[src/rtl/md_audio_mixer_if.sv]
`default_nettype none
// ============================================================================
// md_audio_mixer_if : stereo sample stream from the mixer to the serializer
// Revision: 1.0
// ============================================================================
interface md_audio_mixer_if;
  logic        out_valid;
  logic        out_ready;
  logic [15:0] out_l;
  logic [15:0] out_r;

  modport master (output out_valid, out_l, out_r, input out_ready);
  modport slave  (input out_valid, out_l, out_r, output out_ready);
endinterface
`default_nettype wire

[src/rtl/md_audio_mixer.sv]
`default_nettype none
// ============================================================================
// md_audio_mixer : FM + PSG stereo mix, box-filter decimator, FWFT output FIFO
// Revision: 1.0
// ============================================================================
module md_audio_mixer #(
  parameter int          DECIM_LOG2 = 10,
  parameter int          FM_GAIN    = 5,
  parameter logic [15:0] PSG_BIAS   = 16'h8000,
  parameter int          PSG_ATTN   = 2,
  parameter int          FIFO_DEPTH = 4
) (
  input  logic                    MCLK,
  input  logic                    SRES,
  input  logic                    EN,
  input  logic [8:0]              MOL,
  input  logic [8:0]              MOR,
  input  logic [15:0]             PSG,
  input  logic                    ovf_clr,
  output logic                    OVF,
  md_audio_mixer_if.master        out_if
);

  localparam int ACC_W = 20 + DECIM_LOG2;
  localparam int PTR_W = $clog2(FIFO_DEPTH);

  localparam logic [DECIM_LOG2-1:0]     c_cnt_max = '1;
  localparam logic [PTR_W:0]            c_depth   = (PTR_W+1)'(FIFO_DEPTH);
  localparam logic signed [ACC_W-1:0]   c_sat_hi  = ACC_W'(32767);
  localparam logic signed [ACC_W-1:0]   c_sat_lo  = ~c_sat_hi;

  logic signed [19:0]      w_psg_d, w_psg_s, w_fm_l, w_fm_r, w_mix_l, w_mix_r;
  logic signed [ACC_W-1:0] w_sum_l, w_sum_r, w_avg_l, w_avg_r;
  logic [15:0]             w_sat_l, w_sat_r;
  logic                    w_win_end, w_full, w_pop, w_push, w_drop, w_valid;

  logic [DECIM_LOG2-1:0]   r_cnt;
  logic signed [ACC_W-1:0] r_acc_l, r_acc_r;
  logic [15:0]             r_mem_l [FIFO_DEPTH];
  logic [15:0]             r_mem_r [FIFO_DEPTH];
  logic [PTR_W-1:0]        r_wr_ptr, r_rd_ptr;
  logic [PTR_W:0]          r_count;
  logic                    r_ovf;

  function automatic logic [15:0] sat16(input logic signed [ACC_W-1:0] v);
    if (v > c_sat_hi)      return 16'h7FFF;
    else if (v < c_sat_lo) return 16'h8000;
    else                   return v[15:0];
  endfunction

  // 20-bit arithmetic wraps the bias subtraction into a proper signed value.
  assign w_psg_d = {4'b0, PSG} - {4'b0, PSG_BIAS};
  assign w_psg_s = w_psg_d >>> PSG_ATTN;
  assign w_fm_l  = {{11{MOL[8]}}, MOL};
  assign w_fm_r  = {{11{MOR[8]}}, MOR};
  assign w_mix_l = (w_fm_l <<< FM_GAIN) + w_psg_s;
  assign w_mix_r = (w_fm_r <<< FM_GAIN) + w_psg_s;

  assign w_sum_l = r_acc_l + {{DECIM_LOG2{w_mix_l[19]}}, w_mix_l};
  assign w_sum_r = r_acc_r + {{DECIM_LOG2{w_mix_r[19]}}, w_mix_r};
  assign w_avg_l = w_sum_l >>> DECIM_LOG2;
  assign w_avg_r = w_sum_r >>> DECIM_LOG2;
  assign w_sat_l = sat16(w_avg_l);
  assign w_sat_r = sat16(w_avg_r);

  assign w_win_end = EN && (r_cnt == c_cnt_max);

  always_ff @(posedge MCLK or negedge SRES) begin
    if (!SRES) begin
      r_cnt   <= '0;
      r_acc_l <= '0;
      r_acc_r <= '0;
    end else if (!EN || w_win_end) begin
      r_cnt   <= '0;
      r_acc_l <= '0;
      r_acc_r <= '0;
    end else begin
      r_cnt   <= r_cnt + 1'b1;
      r_acc_l <= w_sum_l;
      r_acc_r <= w_sum_r;
    end
  end

  // A pop on the same edge frees the slot, so a full FIFO still accepts the push.
  assign w_valid = (r_count != '0);
  assign w_full  = (r_count == c_depth);
  assign w_pop   = w_valid && out_if.out_ready;
  assign w_push  = w_win_end && (!w_full || w_pop);
  assign w_drop  = w_win_end && w_full && !w_pop;

  always_ff @(posedge MCLK) begin
    if (w_push) begin
      r_mem_l[r_wr_ptr] <= w_sat_l;
      r_mem_r[r_wr_ptr] <= w_sat_r;
    end
  end

  always_ff @(posedge MCLK or negedge SRES) begin
    if (!SRES) begin
      r_wr_ptr <= '0;
      r_rd_ptr <= '0;
      r_count  <= '0;
      r_ovf    <= 1'b0;
    end else begin
      if (w_push) r_wr_ptr <= r_wr_ptr + 1'b1;
      if (w_pop)  r_rd_ptr <= r_rd_ptr + 1'b1;
      unique case ({w_push, w_pop})
        2'b10:   r_count <= r_count + 1'b1;
        2'b01:   r_count <= r_count - 1'b1;
        default: r_count <= r_count;
      endcase
      if (w_drop)       r_ovf <= 1'b1;
      else if (ovf_clr) r_ovf <= 1'b0;
    end
  end

  assign OVF              = r_ovf;
  assign out_if.out_valid = w_valid;
  assign out_if.out_l     = w_valid ? r_mem_l[r_rd_ptr] : 16'h0000;
  assign out_if.out_r     = w_valid ? r_mem_r[r_rd_ptr] : 16'h0000;

endmodule
`default_nettype wire

[src/flat_wrapper.sv]
// flat-port wrapper written by rule: the top's interface ports become plain ports
module md_audio_mixer_flat 
#(
  parameter int          DECIM_LOG2 = 10,
  parameter int          FM_GAIN    = 5,
  parameter logic [15:0] PSG_BIAS   = 16'h8000,
  parameter int          PSG_ATTN   = 2,
  parameter int          FIFO_DEPTH = 4
)
  (MCLK, SRES, EN, MOL, MOR, PSG, ovf_clr, OVF, out_if_out_valid, out_if_out_l, out_if_out_r, out_if_out_ready);
  md_audio_mixer_if out_if_i ();
  input  logic MCLK;
  input  logic SRES;
  input  logic EN;
  input  logic [8:0] MOL;
  input  logic [8:0] MOR;
  input  logic [15:0] PSG;
  input  logic ovf_clr;
  output logic OVF;
  output wire logic [$bits(out_if_i.out_valid)-1:0] out_if_out_valid;
  output wire logic [$bits(out_if_i.out_l)-1:0] out_if_out_l;
  output wire logic [$bits(out_if_i.out_r)-1:0] out_if_out_r;
  input wire logic [$bits(out_if_i.out_ready)-1:0] out_if_out_ready;
  assign out_if_out_valid = out_if_i.out_valid;
  assign out_if_out_l = out_if_i.out_l;
  assign out_if_out_r = out_if_i.out_r;
  assign out_if_i.out_ready = out_if_out_ready;
  md_audio_mixer #(.DECIM_LOG2(DECIM_LOG2), .FM_GAIN(FM_GAIN), .PSG_BIAS(PSG_BIAS), .PSG_ATTN(PSG_ATTN), .FIFO_DEPTH(FIFO_DEPTH)) u_core (.MCLK(MCLK), .SRES(SRES), .EN(EN), .MOL(MOL), .MOR(MOR), .PSG(PSG), .ovf_clr(ovf_clr), .OVF(OVF), .out_if(out_if_i));
endmodule
[config.mk]
export PLATFORM = sky130hd
export DESIGN_NAME = md_audio_mixer_flat
export DESIGN_NICKNAME = d
export VERILOG_FILES = /design/src/rtl/md_audio_mixer_if.sv /design/src/rtl/md_audio_mixer.sv /design/src/flat_wrapper.sv
export SDC_FILE = /design/constraint.sdc
export NUM_CORES = 1
export LEC_CHECK = 0
export CELL_PAD_IN_SITES_DETAIL_PLACEMENT = 1
export CELL_PAD_IN_SITES_GLOBAL_PLACEMENT = 1
export CORE_ASPECT_RATIO = 0.8
export CORE_UTILIZATION = 53
export CTS_CLUSTER_SIZE = 16
export DETAILED_ROUTE_END_ITERATION = 10
export PLACE_DENSITY = 0.86
export SYNTH_ARGS = -nofsm -noshare
export SYNTH_HDL_FRONTEND = slang
export SYNTH_SLANG_ARGS = --single-unit
[constraint.sdc]
create_clock -name MCLK -period 6.95 [get_ports MCLK]
set_clock_uncertainty 0.2 [all_clocks]
set_input_delay 2.085 -clock MCLK [delete_from_list [all_inputs] [get_ports MCLK]]
set_output_delay 2.085 -clock MCLK [all_outputs]
set_load 0.02 [all_outputs]
* After elaboration in Yosys (flattened, before gate mapping) *
Memory sizes are Yosys's and may differ from the RTL's.
Index checks and enable logic that the tools add are counted.

word-level totals
  memories = 2
  bits in registers = 78
  input port bits = 39
  word-level logic and storage cells = 54
  RAM bits = 128

memories
  name            depth  bits a word  read ports  clocked after Yosys merged registers in  write ports  line                  text
  u_core.r_mem_l  4      16           1           0                                        1            md_audio_mixer.sv:39  logic [15:0] r_mem_l [FIFO_DEPTH];
  u_core.r_mem_r  4      16           1           0                                        1            md_audio_mixer.sv:40  logic [15:0] r_mem_r [FIFO_DEPTH];

operators by class
  $add $sub $neg = 10
  reductions and logical operators = 13
  eq/ne operators = 4
  magnitude comparators = 4
  multiplexer cells = 14

operator list
  kind                    count
  $mux 16                 6
  $add 30x30->30          2
  $mux 30                 2
  $gt 20x16->1 const B    2
  $lt 20x16->1 const B    2
  $add 14x15->16          2
  $sub 16x16->17 const B  1
  $add 10x1->10 const B   1
  $eq 10x10->1 const B    1
  $mux 10                 1
  $pmux 3 s2              1
  $logic_and 1x1->1       5
  $add 2x1->2 const B     2
  $mux 1                  4
  $reduce_bool 2->1       2
  $add 3x1->3 const B     1
  $eq 3x3->1 const B      1
  $logic_not 1->1         3
  $reduce_bool 3->1       1
  $sub 3x1->3 const B     1
  $eq 2x1->1 const B      1
  $eq 2x2->1 const B      1
  $logic_or 1x1->1        2

* Depth between registers and ports, before layout *
  depth after elaboration = 6
  mapped depth = 19
  depth with buffers taken out = 18

* Worst setup path before layout *
No wires, ideal clock.

  kind = input to register
  start point = input MOR[0]
  end point = memory u_core.r_mem_r[0][12], data pin
  path buffers = 2
  stages = 18
  setup slack = -0.065 ns
  data required time = 6.475 ns
  arrival time = 6.540 ns
  cells stage by stage = ha_1 > fa_1 > a21o_1 > a21oi_1 > o21a_1 > o31ai_1 > o21ai_0 > ha_1 > buf_2 > a21oi_1 > o21ai_1 > a2111oi_2 > o211ai_1 > o21ai_0 > xnor2_1 > o32ai_4 > buf_4 > a21oi_1

between the ends
  longest elaborated chain between the ends = 5
  elaborated cells on any way between the ends = 6
  classes of those cells = add/sub: 2; order compare: 2; mux: 2

RTL lines
  element                 line                  text
  start, declared         flat_wrapper.sv:16    input logic [8:0] MOR;
  $add 14x15->16 (*)      md_audio_mixer.sv:57  assign w_mix_r = (w_fm_r <<< FM_GAIN) + w_psg_s;
  $add 30x30->30 (*)      md_audio_mixer.sv:60  assign w_sum_r = r_acc_r + {{DECIM_LOG2{w_mix_r[19]}}, w_mix_r};
  $lt 20x16->1            md_audio_mixer.sv:47  else if (v < c_sat_lo) return 16'h8000;
  $mux 16                 md_audio_mixer.sv:47
  $mux 16 (*)             md_audio_mixer.sv:46  if (v > c_sat_hi) return 16'h7FFF;
  net u_core.w_sat_r[12]  md_audio_mixer.sv:34  logic [15:0] w_sat_l, w_sat_r;
  end, declared           md_audio_mixer.sv:40

The timed path passes the listed nets; every way through them passes the cells marked *.

* Worst setup path after layout *
  start point = input PSG[7]
  end point = memory u_core.r_mem_r[1][13], data pin

between the ends
  longest elaborated chain between the ends = 6
  elaborated cells on any way between the ends = 7
  classes of those cells = add/sub: 3; order compare: 2; mux: 2

RTL lines
  element                 line                  text
  start, declared         flat_wrapper.sv:17    input logic [15:0] PSG;
  $sub 16x16->17 (*)      md_audio_mixer.sv:52  assign w_psg_d = {4'b0, PSG} - {4'b0, PSG_BIAS};
  $add 14x15->16 (*)      md_audio_mixer.sv:57
  $add 30x30->30 (*)      md_audio_mixer.sv:60
  $lt 20x16->1            md_audio_mixer.sv:47
  $mux 16                 md_audio_mixer.sv:47
  $mux 16 (*)             md_audio_mixer.sv:46
  net u_core.w_sat_r[13]  md_audio_mixer.sv:34

Marked as above.

==> metrics <==
Logic pwr share 0.604; Net count, final 1404; Slew Viols, Final 0; total gr overflow 0; TritonCTS clock tree yes; hold slack final 0.3037 ns; Die H 136.3 um; clk sinks 206; drt first pass iters 8; CTS Buf Count 22; Power Dens Cells 520.3 nW/um^2; met1 Use GR 0.4699; Net Sw Frac 0.4577; vias in the first global route 10909; power share of the clock group 0.155; ordered cell list for the critical path clkdlybuf4s50_1, buf_4, ha_1, fa_1, a21o_1, a21oi_2, o21a_2, o31ai_4, o21ai_2, buf_6, buf_4, ha_2, buf_4, a21oi_2, inv_1, a31oi_2, o211ai_1, o21ai_1, xnor2_1, buf_4, a311oi_4, buf_12, a21oi_1, buf_4; Max Fanout on Critical Path 15; Cell Area, Synth 11940 sq um; maxcap violations 0; initial antenna violation count 1; Seq/Total Area, Yosys 0.4852; maximum vdd drop between 0.2 and 0.25 mV; most used cell, CP buf_4; CTS clk-pin slew, worst paths 0.07 ns; Finished Core Util 0.7028; GP Congestion approximately 0.86; most common library cells after synthesis edfxtp_1 (128), nor2_1 (103), ha_1 (82); Antenna Nets Post-Route 0; endpoints failing hold 0; fraction of registers with async set/reset 0.3786; CP max-delay cell a31oi_2; endpoints failing setup 120; slew margin rel. 0.2279; leakage roughly 6.3 nW; RSZ-0062 raised after global routing true; first-pass GRT wire length 64580 um; HPWL after DPL 26490 um; die area 23140 sq um; Via Count 11075; Net Sw Power 3.659 mW; DR WL/cell 31.71 um; top-count cell post-synth edfxtp_1; Post-Syn Nets 1169; share of layout cells above drive strength 1 0.2643; num rows 48; largest net degree at the start of global routing 79; WS Path Type input port to flip-flop; H-tree Lvls 1; failing checks negative setup slack; Cell Int Power around 4.3 mW; DR iter-0 viols 1313; synth warn 0; Yosys reg bits 206; Critical Path Start Type input port; max incr delay on CP about 0.47 ns; Synth area leaders edfxtp_1 (32%), dfrtp_1 (16%), ha_1 (8.6%), mux4_2 (6.0%), a21oi_1 (3.4%); slew at the pin closest to its max-slew limit 1.158 ns; number of I/O pins 73; worst hold path type flip-flop to flip-flop; busiest grt layer met2; status finished, violations left; final wirelength 50580 um; Syn-to-layout area delta 28.63%; worst-skew pair later-pin latency roughly 0.55 ns; Seq pwr share 0.240; dpl cells 1536; CTS max path bufs 3; post-route worst setup slack -0.3223 ns; Layout Cells excl Fill 1595; Synth Flop Type edfxtp_1; Netlist cell types 80; DR vias/cell 6.944; area leader, netlist edfxtp_1; CP arrival 7.36 ns; number of port buffers 70; met2 global-route usage 0.6316; Final Cycle Share 1.046; GR Util met3 0.06521; GRT Overall Usage 0.3737; Avg Cell Area, Syn 11.45 sq um; DR DRC count 0; Initial Util 0.5464; core region area 21860 sq um; Die Span X 169.8 um; Worst EP required 7.03 ns; Max Clock Freq approximately 140 MHz; top cell type's share of synthesized area 0.3218; CTS Root Cell clkbuf_16; Final min period 7.272 ns; crit end category flip-flop; number of synthesized flops with an enable pin roughly 130; post-synthesis cell count 1043
worst max-delay path: cells and delay by family:
family / cells / cell delay, ns
adders and majority gates: 3 / 0.91
buffers and inverters: 9 / 1.87
xor gates and xnor gates: 1 / 0.13
AOI/OAI and AO/OA: 11 / 2.33
power groups by stage:
stage | logic [mW] | registers [mW] | clock network, mW
floorplan | 2.31 | 1.81 | 0
global route | 4.94 | 1.93 | 1.27
finish | 4.83 | 1.92 | 1.24
global placement | 3.57 | 1.90 | 0
CTS | 4.11 | 1.90 | 1.20
detailed placement | 3.87 | 1.91 | 0
path summary, 6_finish.rpt:
| path | slack, ns | end | startpoint | cells after the start |
|---|---|---|---|---|
| worst max-delay path | -0.32 | u_core.r_mem_r[1][13] | PSG[7] | 24 |
| worst min-delay path | 0.30 | u_core.r_cnt[0] | u_core.r_cnt[0] | 1 |
| worst max register to register | 2.97 | u_core.r_mem_l[1][2] | u_core.r_acc_l[0] | 12 |
| worst min register to register | 0.30 | u_core.r_cnt[0] | u_core.r_cnt[0] | 1 |
| max in group asynchronous | 4.17 | u_core.r_rd_ptr[0] | SRES | 1 |
| min in group asynchronous | 1.57 | u_core.r_acc_l[0] | SRES | 1 |
routing by layer:
metal  vias up  wire length, um  share of wire
met5         -                0              0
met4         0             3786          0.075
met3       351             5409           0.11
met2       955            22960           0.45
met1      5417            18430           0.36
li1       4352                -              -
sequential cells by signal, summed over array words and instances (netlist names):
name and count:
u_core.OVF 1, u_core.r_acc_l 30, u_core.r_acc_r 30, u_core.r_cnt 10
u_core.r_count 3, u_core.r_mem_l 64, u_core.r_mem_r 64, u_core.r_rd_ptr 2
u_core.r_wr_ptr 2
area by class of cell:
| type | instances | area (sq um) |
|---|---|---|
| tap | 300 | 375.4 |
| clock buffer | 29 | 616.8 |
| timing repair buffer | 250 | 2111 |
| multi-input combinational | 773 | 6264 |
| inverter | 25 | 93.84 |
| antenna | 1 | 2.502 |
| sequential | 206 | 5798 |
| clock inverter | 11 | 102.6 |
| fill | 2195 | 6497 |
placed cells by master (no fill, tap or decap), drive strengths merged, types with 12 or more instances in the layout:
master / count
nand2: 61
a21oi: 82
clkdlybuf4s50: 69
xnor2: 44
inv: 26
ha: 82
xor2: 30
a31oi: 14
o21ai: 60
dfrtp: 78
nor3: 15
edfxtp: 128
and2: 60
nand3: 22
mux4: 32
clkbuf: 30
a21o: 19
buf: 179
nor2: 103
o21a: 12
kinds of logic after synthesis:
family,synth area share
AOI/OAI and AO/OA,0.1452
xor gates and xnor gates,0.05552
adders and majority gates,0.09428
buffers and inverters,0.02284
DFF,0.4852
muxes,0.06380
and+or+nand+nor,0.1331
what timing repair did:
item / CTS / global route
endpoints found under the setup margin: 120 / 120
setup buffers: 2 / 14
pin swaps: 5 / 15
hold buffers: 0 / 0
gates cloned: 0 / 2
resized for setup: 27 / 71
per-stage QoR:
stage,setup WS [ns],total power [mW],TNS [ns],area (sq um)
3_5_place_dp,-0.8253,5.781,-76.78,14080
2_1_floorplan,0.002221,4.119,0,11940
5_1_grt,-0.2957,8.141,-23.58,15360
3_3_place_gp,-0.3937,5.473,-40.00,14080
4_1_cts,0.002245,7.213,0,14910
6_report,-0.3223,7.994,-23.32,15360
No activity file was read; power rests on OpenSTA's default activity.
